`config.mk`:
```
export PLATFORM = sky130hd
export DESIGN_NAME = pc_update_unit_flat
export DESIGN_NICKNAME = d
export VERILOG_FILES = /design/src/rtl/pc_update_unit_if.sv /design/src/rtl/pc_update_unit.sv /design/src/flat_wrapper.sv
export SDC_FILE = /design/constraint.sdc
export NUM_CORES = 1
export LEC_CHECK = 0
export ABC_AREA = 1
export CORE_UTILIZATION = 59
export CTS_CLUSTER_DIAMETER = 80
export DETAILED_ROUTE_END_ITERATION = 8
export PLACE_DENSITY = 0.84
export SETUP_SLACK_MARGIN = 0.05
export SLEW_MARGIN = 40
export SYNTH_ARGS = -nofsm -noshare
export SYNTH_HDL_FRONTEND = slang
export SYNTH_SLANG_ARGS = --single-unit
```
`constraint.sdc`:
```
create_clock -name clk -period 3.2 [get_ports clk]
set_clock_uncertainty 0.1 [all_clocks]
set_input_delay 0.64 -clock clk [delete_from_list [all_inputs] [get_ports clk]]
set_output_delay 0.64 -clock clk [all_outputs]
set_load 0.05 [all_outputs]
```
`src/rtl/pc_update_unit_if.sv`:
```
// rtl/pc_update_unit_if.sv - update-request and PC-register bus between control FSM and pc_update_unit
interface pc_update_unit_if;
  logic        upd_req;
  logic [2:0]  op;
  logic        br_taken;
  logic [15:0] imm;
  logic [15:0] pc_cur;
  logic        pc_we;
  logic [15:0] pc_next;
  logic        done;
  logic        busy;

  modport master (
    output upd_req, op, br_taken, imm, pc_cur,
    input  pc_we, pc_next, done, busy
  );

  modport slave (
    input  upd_req, op, br_taken, imm, pc_cur,
    output pc_we, pc_next, done, busy
  );
endinterface

```
`src/rtl/pc_update_unit.sv`:
```
// rtl/pc_update_unit.sv - next-PC generator with circular return-address stack and sticky error flags
module pc_update_unit #(
  parameter int DEPTH = 8
) (
  input  logic                     clk,
  input  logic                     rst_n,
  pc_update_unit_if.slave          bus,
  output logic [$clog2(DEPTH):0]   ras_count,
  output logic                     err_ovf,
  output logic                     err_unf
);

  localparam int PW = $clog2(DEPTH);
  localparam int CW = PW + 1;
  localparam logic [CW-1:0] FULL = CW'(DEPTH);

  localparam logic [2:0] OP_SEQ  = 3'd0;
  localparam logic [2:0] OP_BR   = 3'd1;
  localparam logic [2:0] OP_JMP  = 3'd2;
  localparam logic [2:0] OP_CALL = 3'd3;
  localparam logic [2:0] OP_RET  = 3'd4;

  typedef enum logic {IDLE, CALC} state_t;

  state_t        state_q, state_d;
  logic          accept, commit;
  logic [2:0]    op_q;
  logic          br_taken_q;
  logic [15:0]   imm_q;
  logic [15:0]   pc_q;
  logic [15:0]   pc_next_q;
  logic [PW-1:0] wr_ptr;
  logic [15:0]   mem [DEPTH];
  logic [15:0]   seq_pc;
  logic [15:0]   top;
  logic [15:0]   target;

  always_ff @(posedge clk or negedge rst_n) begin
    if (!rst_n) state_q <= IDLE;
    else        state_q <= state_d;
  end

  always_comb begin
    state_d = state_q;
    accept  = 1'b0;
    commit  = 1'b0;
    case (state_q)
      IDLE: begin
        if (bus.upd_req) begin
          accept  = 1'b1;
          state_d = CALC;
        end
      end
      CALC: begin
        commit  = 1'b1;
        state_d = IDLE;
      end
      default: state_d = IDLE;
    endcase
  end

  // Target is resolved at the accept edge so pc_next is a plain register in CALC.
  // The stack cannot change between accept and commit, so peeking the top here is safe.
  assign seq_pc = bus.pc_cur + 16'd1;
  assign top    = mem[wr_ptr - PW'(1)];

  always_comb begin
    target = seq_pc;
    case (bus.op)
      OP_BR:   target = bus.br_taken ? (bus.pc_cur + bus.imm) : seq_pc;
      OP_JMP:  target = bus.imm;
      OP_CALL: target = bus.imm;
      OP_RET:  target = (ras_count != '0) ? top : seq_pc;
      default: target = seq_pc;
    endcase
  end

  always_ff @(posedge clk or negedge rst_n) begin
    if (!rst_n) begin
      op_q       <= OP_SEQ;
      br_taken_q <= 1'b0;
      imm_q      <= 16'h0000;
      pc_q       <= 16'h0000;
      pc_next_q  <= 16'h0000;
      wr_ptr     <= '0;
      ras_count  <= '0;
      err_ovf    <= 1'b0;
      err_unf    <= 1'b0;
    end else begin
      if (accept) begin
        op_q       <= bus.op;
        br_taken_q <= bus.br_taken;
        imm_q      <= bus.imm;
        pc_q       <= bus.pc_cur;
        pc_next_q  <= target;
      end
      if (commit) begin
        case (op_q)
          OP_CALL: begin
            wr_ptr <= wr_ptr + PW'(1);
            if (ras_count == FULL) err_ovf   <= 1'b1;
            else                   ras_count <= ras_count + CW'(1);
          end
          OP_RET: begin
            if (ras_count == '0) begin
              err_unf <= 1'b1;
            end else begin
              wr_ptr    <= wr_ptr - PW'(1);
              ras_count <= ras_count - CW'(1);
            end
          end
          default: ;
        endcase
      end
    end
  end

  // Full-stack push lands on the oldest slot, which is exactly the overwrite policy.
  always_ff @(posedge clk) begin
    if (commit && op_q == OP_CALL) mem[wr_ptr] <= pc_q + 16'd1;
  end

  assign bus.pc_we   = (state_q == CALC);
  assign bus.done    = (state_q == CALC);
  assign bus.busy    = (state_q == CALC);
  assign bus.pc_next = pc_next_q;

endmodule
```
`src/flat_wrapper.sv`:
```
// flat-port wrapper written by rule: the top's interface ports become plain ports
module pc_update_unit_flat 
#(
  parameter int DEPTH = 8
)
  (clk, rst_n, ras_count, err_ovf, err_unf, bus_upd_req, bus_op, bus_br_taken, bus_imm, bus_pc_cur, bus_pc_we, bus_pc_next, bus_done, bus_busy);
  pc_update_unit_if bus_i ();
  input  logic clk;
  input  logic rst_n;
  output logic [$clog2(DEPTH):0] ras_count;
  output logic err_ovf;
  output logic err_unf;
  input wire logic [$bits(bus_i.upd_req)-1:0] bus_upd_req;
  input wire logic [$bits(bus_i.op)-1:0] bus_op;
  input wire logic [$bits(bus_i.br_taken)-1:0] bus_br_taken;
  input wire logic [$bits(bus_i.imm)-1:0] bus_imm;
  input wire logic [$bits(bus_i.pc_cur)-1:0] bus_pc_cur;
  output wire logic [$bits(bus_i.pc_we)-1:0] bus_pc_we;
  output wire logic [$bits(bus_i.pc_next)-1:0] bus_pc_next;
  output wire logic [$bits(bus_i.done)-1:0] bus_done;
  output wire logic [$bits(bus_i.busy)-1:0] bus_busy;
  assign bus_i.upd_req = bus_upd_req;
  assign bus_i.op = bus_op;
  assign bus_i.br_taken = bus_br_taken;
  assign bus_i.imm = bus_imm;
  assign bus_i.pc_cur = bus_pc_cur;
  assign bus_pc_we = bus_i.pc_we;
  assign bus_pc_next = bus_i.pc_next;
  assign bus_done = bus_i.done;
  assign bus_busy = bus_i.busy;
  pc_update_unit #(.DEPTH(DEPTH)) u_core (.clk(clk), .rst_n(rst_n), .bus(bus_i), .ras_count(ras_count), .err_ovf(err_ovf), .err_unf(err_unf));
endmodule
```
==> results of run 1 <==
cell usage after synthesis:
cell type | count | area (um^2)
clkinv_1 | 2 | 7.51
nand3_1 | 108 | 541
and2_1 | 2 | 12.5
nor2_2 | 6 | 37.5
or2_2 | 1 | 6.26
nand4_1 | 16 | 100
nand2_4 | 1 | 11.3
nor3_4 | 1 | 16.3
inv_1 | 64 | 240
inv_2 | 7 | 26.3
buf_1 | 1 | 3.75
edfxtp_1 | 128 | 3840
buf_6 | 5 | 56.3
buf_4 | 9 | 67.6
a22oi_1 | 3 | 22.5
ha_1 | 21 | 263
nand3_2 | 3 | 30.0
buf_2 | 12 | 60.1
nand2_1 | 279 | 1050
nor2_1 | 119 | 447
o221ai_1 | 4 | 35.0
o211ai_1 | 6 | 45.0
fa_1 | 2 | 40.0
o21a_1 | 1 | 7.51
o21ai_1 | 7 | 35.0
dfrtp_1 | 45 | 1130
nand4_2 | 1 | 12.5
nor3_2 | 2 | 20.0
xor2_1 | 16 | 140
nand2_2 | 2 | 12.5
a31oi_1 | 2 | 12.5
a21o_1 | 2 | 15.0
xnor2_1 | 8 | 70.1
nor2_4 | 1 | 11.3
nor3_1 | 4 | 20.0
clkbuf_1 | 6 | 22.5
o21bai_1 | 1 | 7.51
o21ai_0 | 48 | 240
a21oi_1 | 24 | 120
nand3b_1 | 5 | 37.5
cell type report:
cell class	instances	area (um^2)
fillers	1049	4350
flip-flops and latches	173	4970
well taps	184	230
inverters	73	274
clock inverters	14	109
clock buffers	18	429
repair buffers	82	808
multi-input cells	696	3420
worst paths after layout:
| check | from | end | slack, ps | depth (start not counted) |
|---|---|---|---|---|
| worst max-delay path | u_core.wr_ptr[0]$_DFFE_PN0P_ | u_core.mem[6][4]$_DFFE_PP_ | 630 | 5 |
| worst min-delay path | rst_n | u_core.wr_ptr[0]$_DFFE_PN0P_ | 70 | 1 |
| worst max register to register | u_core.wr_ptr[0]$_DFFE_PN0P_ | u_core.mem[6][4]$_DFFE_PP_ | 630 | 5 |
| worst min register to register | u_core.err_unf$_DFFE_PN0P_ | u_core.err_unf$_DFFE_PN0P_ | 350 | 1 |
| max in group asynchronous | rst_n | u_core.err_ovf$_DFFE_PN0P_ | 2360 | 2 |
| min in group clk | u_core.err_unf$_DFFE_PN0P_ | u_core.err_unf$_DFFE_PN0P_ | 350 | 1 |
power groups by stage:
stage          logic [uW]  registers (uW)  clock network [uW]
2_1_floorplan        1890            3060                   0
3_3_place_gp         2800            2790                   0
3_5_place_dp         2880            2800                   0
4_1_cts              2910            2760                1920
5_1_grt              3220            2770                2010
6_report             2920            2760                1920
per-stage QoR:
stage,instance area (um^2),worst slack [ps],hold WS (ps),util,total power [uW]
floorplan,8870,925,244,-,4950
global route,10200,483,92.2,0.702,8010
detailed placement,9700,262,344,0.665,5680
CTS,10200,634,219,0.702,7580
global placement,9700,299,340,0.665,5600
finish,10200,629,71.2,0.702,7600
registers in the layout, summed over array words and instances, names as in the netlist:
name,cells
u_core.pc_q,16
u_core.op_q,3
u_core.bus.busy,1
u_core.wr_ptr,3
u_core.err_unf,1
u_core.ras_count,4
u_core.bus.pc_next,16
u_core.mem,128
u_core.err_ovf,1
metal layers:
layer | global-route usage | up-vias
met1 | 0.386 | 3334
met4 | 0.133 | 0
met5 | 0 | -
met3 | 0.0412 | 48
li1 | - | 3408
met2 | 0.471 | 340
logic make-up (layout without fill, tap and decap cells):
logic type	Yosys count	in the layout	synth area share
and+or+nand+nor	551	551	0.266
DFF	173	173	0.560
buffers and inverters	106	187	0.0546
AOI/OAI and AO/OA	98	98	0.0609
xor gates and xnor gates	24	24	0.0237
adders and majority gates	23	23	0.0341
worst register-to-register path, stage by stage (launching register included):
cell and delay (ps):
dfrtp_2 410, inv_2 250, buf_4 510, nand2_1 220, nor2_1 550, buf_12 240
==> flow_summary_export.csv, run 1 <==
group,metric,value,unit
worst_setup_path,worst-endpoint-arrival,2610,ps
pwr,ir_worst_vdd,553,uV
global_routing,grt_max_degree,68,
final_layout,fin_cells,1240,
clock_tree,cts-htree-levels,4,
floorplanning,die_h,125,um
floorplanning,dieWidth,125,um
worst_setup_path,critPathRequiredTime,3240,ps
pwr,sw_frac_of_total,0.407,
logic_synthesis,syn_inst,975,
global_routing,grt_usage,0.290,
global_routing,grt_pass1_wl,34500,um
logic_synthesis,syn_area,8870,um^2
timing,period_share,0.803,
final_layout,antenna_cells,0,
placed_design,dp.cells,1208,
detailed_routing,detail_route.wl_per_cell,17.7,um
clock_tree,tritoncts,"built",
clock_tree,clk_path_buf_depth,2,
global_routing,grt_overflow_total,0,
pwr,p_clk_frac,0.252,
clock_tree,numCtsBuffers,17,
detailed_routing,vias_per_cell,5.75,
timing,fin_crit,2570,ps
clock_tree,clk_latency,440,ps
worst_setup_path,cp_num_buf_inv,3,
final_layout,nNetsFinal,1105,
logic_synthesis,avgSynthCellArea,9.10,um^2
global_routing,grt_pass1_vias,6715,
final_layout,final_common_cell,"nand2_1",
logic_synthesis,yosysWarnings,0,
final_layout,drive_above_1_share,0.0720,
worst_setup_path,crit_chain,"inv_2, buf_4, nand2_1, nor2_1, buf_12",
final_layout,syn_to_final_growth,15.4,%
pwr,combPwrFrac,0.385,
floorplanning,start_util,0.608,
job,cap_violations,0,
detailed_routing,wirelength,22000,um
pwr,intPower,4510,uW
detailed_routing,wl_met1,9050,um
clock_tree,clockRootBuffer,"clkbuf_16",
detailed_routing,drt_iter0_markers,777,
placed_design,dp_hpwl,14500,um
logic_synthesis,synth_nets,1037,
timing,tightestPinTransition,699,ps
detailed_routing,route.met3.wl,1580,um
timing,fmaxAchievable,389,MHz
clock_tree,cts_sinks,173,
clock_tree,clkTransAtPathRegs,70,ps
timing,rsz0062_at_grt,"no",
status,status,"finished clean",
placed_design,routabilityCongestion,0.903,
global_routing,antenna_found_initial,0,
worst_setup_path,path_class,"flop to flop",
floorplanning,die_area,15500,um^2
timing,slew_headroom,0.534,
logic_synthesis,ys_seq_elements,173,
worst_setup_path,critPathLaunchType,"flop",
detailed_routing,vias,7130,
worst_setup_path,slowest_stage,"nor2_1",
detailed_routing,drt_first_pass_iters,5,
detailed_routing,post-route-drc-count,0,
floorplanning,core_area,14600,um^2
detailed_routing,maxUsedRoutingLayer,"met4",
clock_tree,post_cts_buffers,0,
logic_synthesis,ys_types,40,
logic_synthesis,yosysSeqAreaShare,0.560,
floorplanning,ioPinCount,64,
clock_tree,holdBufCountCts,0,
worst_setup_path,max_stage_delay,550,ps
pwr,power.density,742,nW/um^2
final_layout,most-common-layout-cells,"279 x nand2_1, 128 x edfxtp_1, 119 x nor2_1",
pwr,pwr-share-seq,0.363,
worst_setup_path,path_delay_family,"buffers and inverters",
timing,finalSetupTns,0,ps
timing,hold_viol_final,0,
pwr,p_leak,0.00422,uW
detailed_routing,ant_nets,0,
worst_setup_path,critPathMaxFanout,49,
detailed_routing,dr_wl_met2,10700,um
timing,setup_viol,0,
floorplanning,num_rows,44,
placed_design,port_buffers,63,
clock_tree,cts_resized,0,
worst_setup_path,crit_path_end_kind,"flop",
hold_path,hold_path.class,"primary input to async pin",
pwr,switching_power,3090,uW
timing,finalMaxSlewViolations,0,
No activity file was read; power rests on OpenSTA's default activity.
==> run 2: changes to the inputs <==
Clock period 3.2 ns to 2.42 ns, I/O delays scaled along.
==> run 2 against run 1 <==
Net effect:
- routed wire length grew 1.5%
- register-to-register slack lost 400 ps
- combinational power grew 42%
- sequential power grew 32%
- setup slack lost 510 ps
- critical endpoint is now ras_count[2]
- largest cell class unchanged
==> flow_summary_export.csv, run 2 (synthesized netlist as in run 1, its figures left out) <==
group,metric,value,unit
detailed_routing,detail_route.wl_per_cell,17.3,um
detailed_routing,wirelength,22300,um
worst_setup_path,slowest_stage,"clkdlybuf4s50_1",
worst_setup_path,path_delay_family,"buffers and inverters",
timing,fin_ws,124,ps
detailed_routing,route.met3.wl,1950,um
global_routing,grt_max_degree,68,
clock_tree,clk_latency,430,ps
timing,finalMaxSlewViolations,0,
worst_setup_path,critPathMaxFanout,5,
final_layout,antenna_cells,0,
worst_setup_path,crit_chain,"clkdlybuf4s50_1",
placed_design,place_ws,-271,ps
detailed_routing,drt_first_pass_iters,6,
global_routing,grt_pass1_wl,35300,um
final_layout,most-common-layout-cells,"279 x nand2_1, 128 x edfxtp_1, 119 x nor2_1",
clock_tree,clkTransAtPathRegs,70,ps
pwr,power,10400,uW
clock_tree,cts-htree-levels,4,
placed_design,dp.cells,1256,
pwr,p_clk_frac,0.249,
floorplanning,num_rows,44,
timing,fmaxAchievable,435,MHz
pwr,pwr-share-seq,0.350,
timing,setup_viol,0,
clock_tree,post_cts_buffers,0,
detailed_routing,maxUsedRoutingLayer,"met4",
detailed_routing,drt_iter0_markers,736,
pwr,sw_frac_of_total,0.396,
worst_setup_path,worst-endpoint-arrival,1710,ps
clock_tree,numCtsBuffers,17,
worst_setup_path,r2r_setup_slack,230,ps
clock_tree,tritoncts,"built",
detailed_routing,dr_wl_met2,10900,um
placed_design,port_buffers,63,
final_layout,fin_cells,1289,
final_layout,syn_to_final_growth,20.0,%
detailed_routing,ant_nets,0,
clock_tree,clockRootBuffer,"clkbuf_16",
placed_design,post_dp_cell_area,10100,um^2
timing,fin_crit,2300,ps
floorplanning,start_util,0.608,
global_routing,grt_overflow_total,0,
timing,slew_headroom,0.526,
timing,period_share,0.949,
floorplanning,core_area,14600,um^2
worst_setup_path,critPathRequiredTime,1840,ps
hold_path,hold_path.class,"flop to flop",
status,status,"finished clean",
final_layout,largest_reg_flops,128,
worst_setup_path,crit_path_end_kind,"output port",
clock_tree,clk_path_buf_depth,2,
pwr,p_leak,0.00447,uW
pwr,ir_worst_vdd,759,uV
clock_tree,cts_sinks,173,
global_routing,grt_usage,0.296,
detailed_routing,post-route-drc-count,0,
placed_design,dp_hpwl,15300,um
floorplanning,die_h,125,um
floorplanning,dieWidth,125,um
timing,hold_viol_final,0,
timing,tightestPinTransition,710,ps
worst_setup_path,path_class,"flop to output port",
worst_setup_path,cp_num_buf_inv,1,
final_layout,final.fill_count,992,
global_routing,antenna_found_initial,0,
final_layout,nNetsFinal,1154,
job,cap_violations,0,
pwr,intPower,6280,uW
detailed_routing,wl_met1,8840,um
pwr,power.density,977,nW/um^2
final_layout,drive_above_1_share,0.113,
worst_setup_path,max_stage_delay,840,ps
pwr,switching_power,4120,uW
detailed_routing,vias_per_cell,5.77,
pwr,combPwrFrac,0.400,
final_layout,final_common_cell,"nand2_1",
final_layout,post-route-cell-area,10600,um^2
placed_design,routabilityCongestion,0.898,
final_layout,top_register,"u_core.mem",
floorplanning,ioPinCount,64,
worst_setup_path,critPathLaunchType,"flop",
floorplanning,die_area,15500,um^2
detailed_routing,vias,7439,
timing,rsz0062_at_grt,"no",
final_layout,final_util,0.730,
global_routing,grt_pass1_vias,6975,
[run 2: changes by cell type in the layout (fill, tap and decap cells not counted), sizes merged]
cell	delta
clkbuf	-1
bufinv	+1
clkinv	+2
dlygate4sd3	+1
buf	+48
clkinvlp	+2
inv	-4
[run 2: what timing repair did]
| action | in CTS | in global routing |
|---|---|---|
| gates resized for setup | 0 | 1 |
| hold endpoints to repair | 19 | 0 |
| setup endpoints to repair | 0 | 1 |
| hold buffers | 1 | 0 |
[run 2: area by class of cell]
type	instances	area, um^2	share of cell area
well taps	184	230	0.0216
clock inverters	15	139	0.0130
multi-input cells	696	3420	0.321
repair buffers	131	1190	0.112
clock buffers	17	425	0.0400
flip-flops and latches	173	4970	0.467
inverters	73	274	0.0257
[run 2: layer usage]
layer  global-route usage  up-vias
met3               0.0451       52
li1                     -     3511
met2                0.490      399
met5                    0        -
met1                0.397     3477
met4                0.111        0
[run 2: metrics by stage]
step	hold slack (ps)	setup TNS [ps]
6_report	359	0
5_1_grt	370	0
4_1_cts	358	0
3_5_place_dp	344	-1330
3_3_place_gp	342	-540
2_1_floorplan	88.4	0
[run 2: final timing paths]
kind / cells past startpoint / start / end
setup reg to reg: 7 / u_core.pc_q[0]$_DFFE_PN0P_ / u_core.mem[2][15]$_DFFE_PP_
setup / recovery: 1 / u_core.ras_count[2]$_DFFE_PN0P_ / ras_count[2]
max in group asynchronous: 3 / rst_n / u_core.pc_q[9]$_DFFE_PN0P_
hold reg to reg: 1 / u_core.err_unf$_DFFE_PN0P_ / u_core.err_unf$_DFFE_PN0P_
min in group asynchronous: 2 / rst_n / u_core.wr_ptr[2]$_DFFE_PN0P_
hold / removal: 1 / u_core.err_unf$_DFFE_PN0P_ / u_core.err_unf$_DFFE_PN0P_
[run 2: power by group through the flow]
stage	logic (uW)	clock network (uW)	registers (uW)
floorplan	2500	0	4050
global placement	3940	0	3690
detailed placement	4060	0	3700
CTS	4120	2610	3640
global route	4550	2730	3670
finish	4160	2590	3640
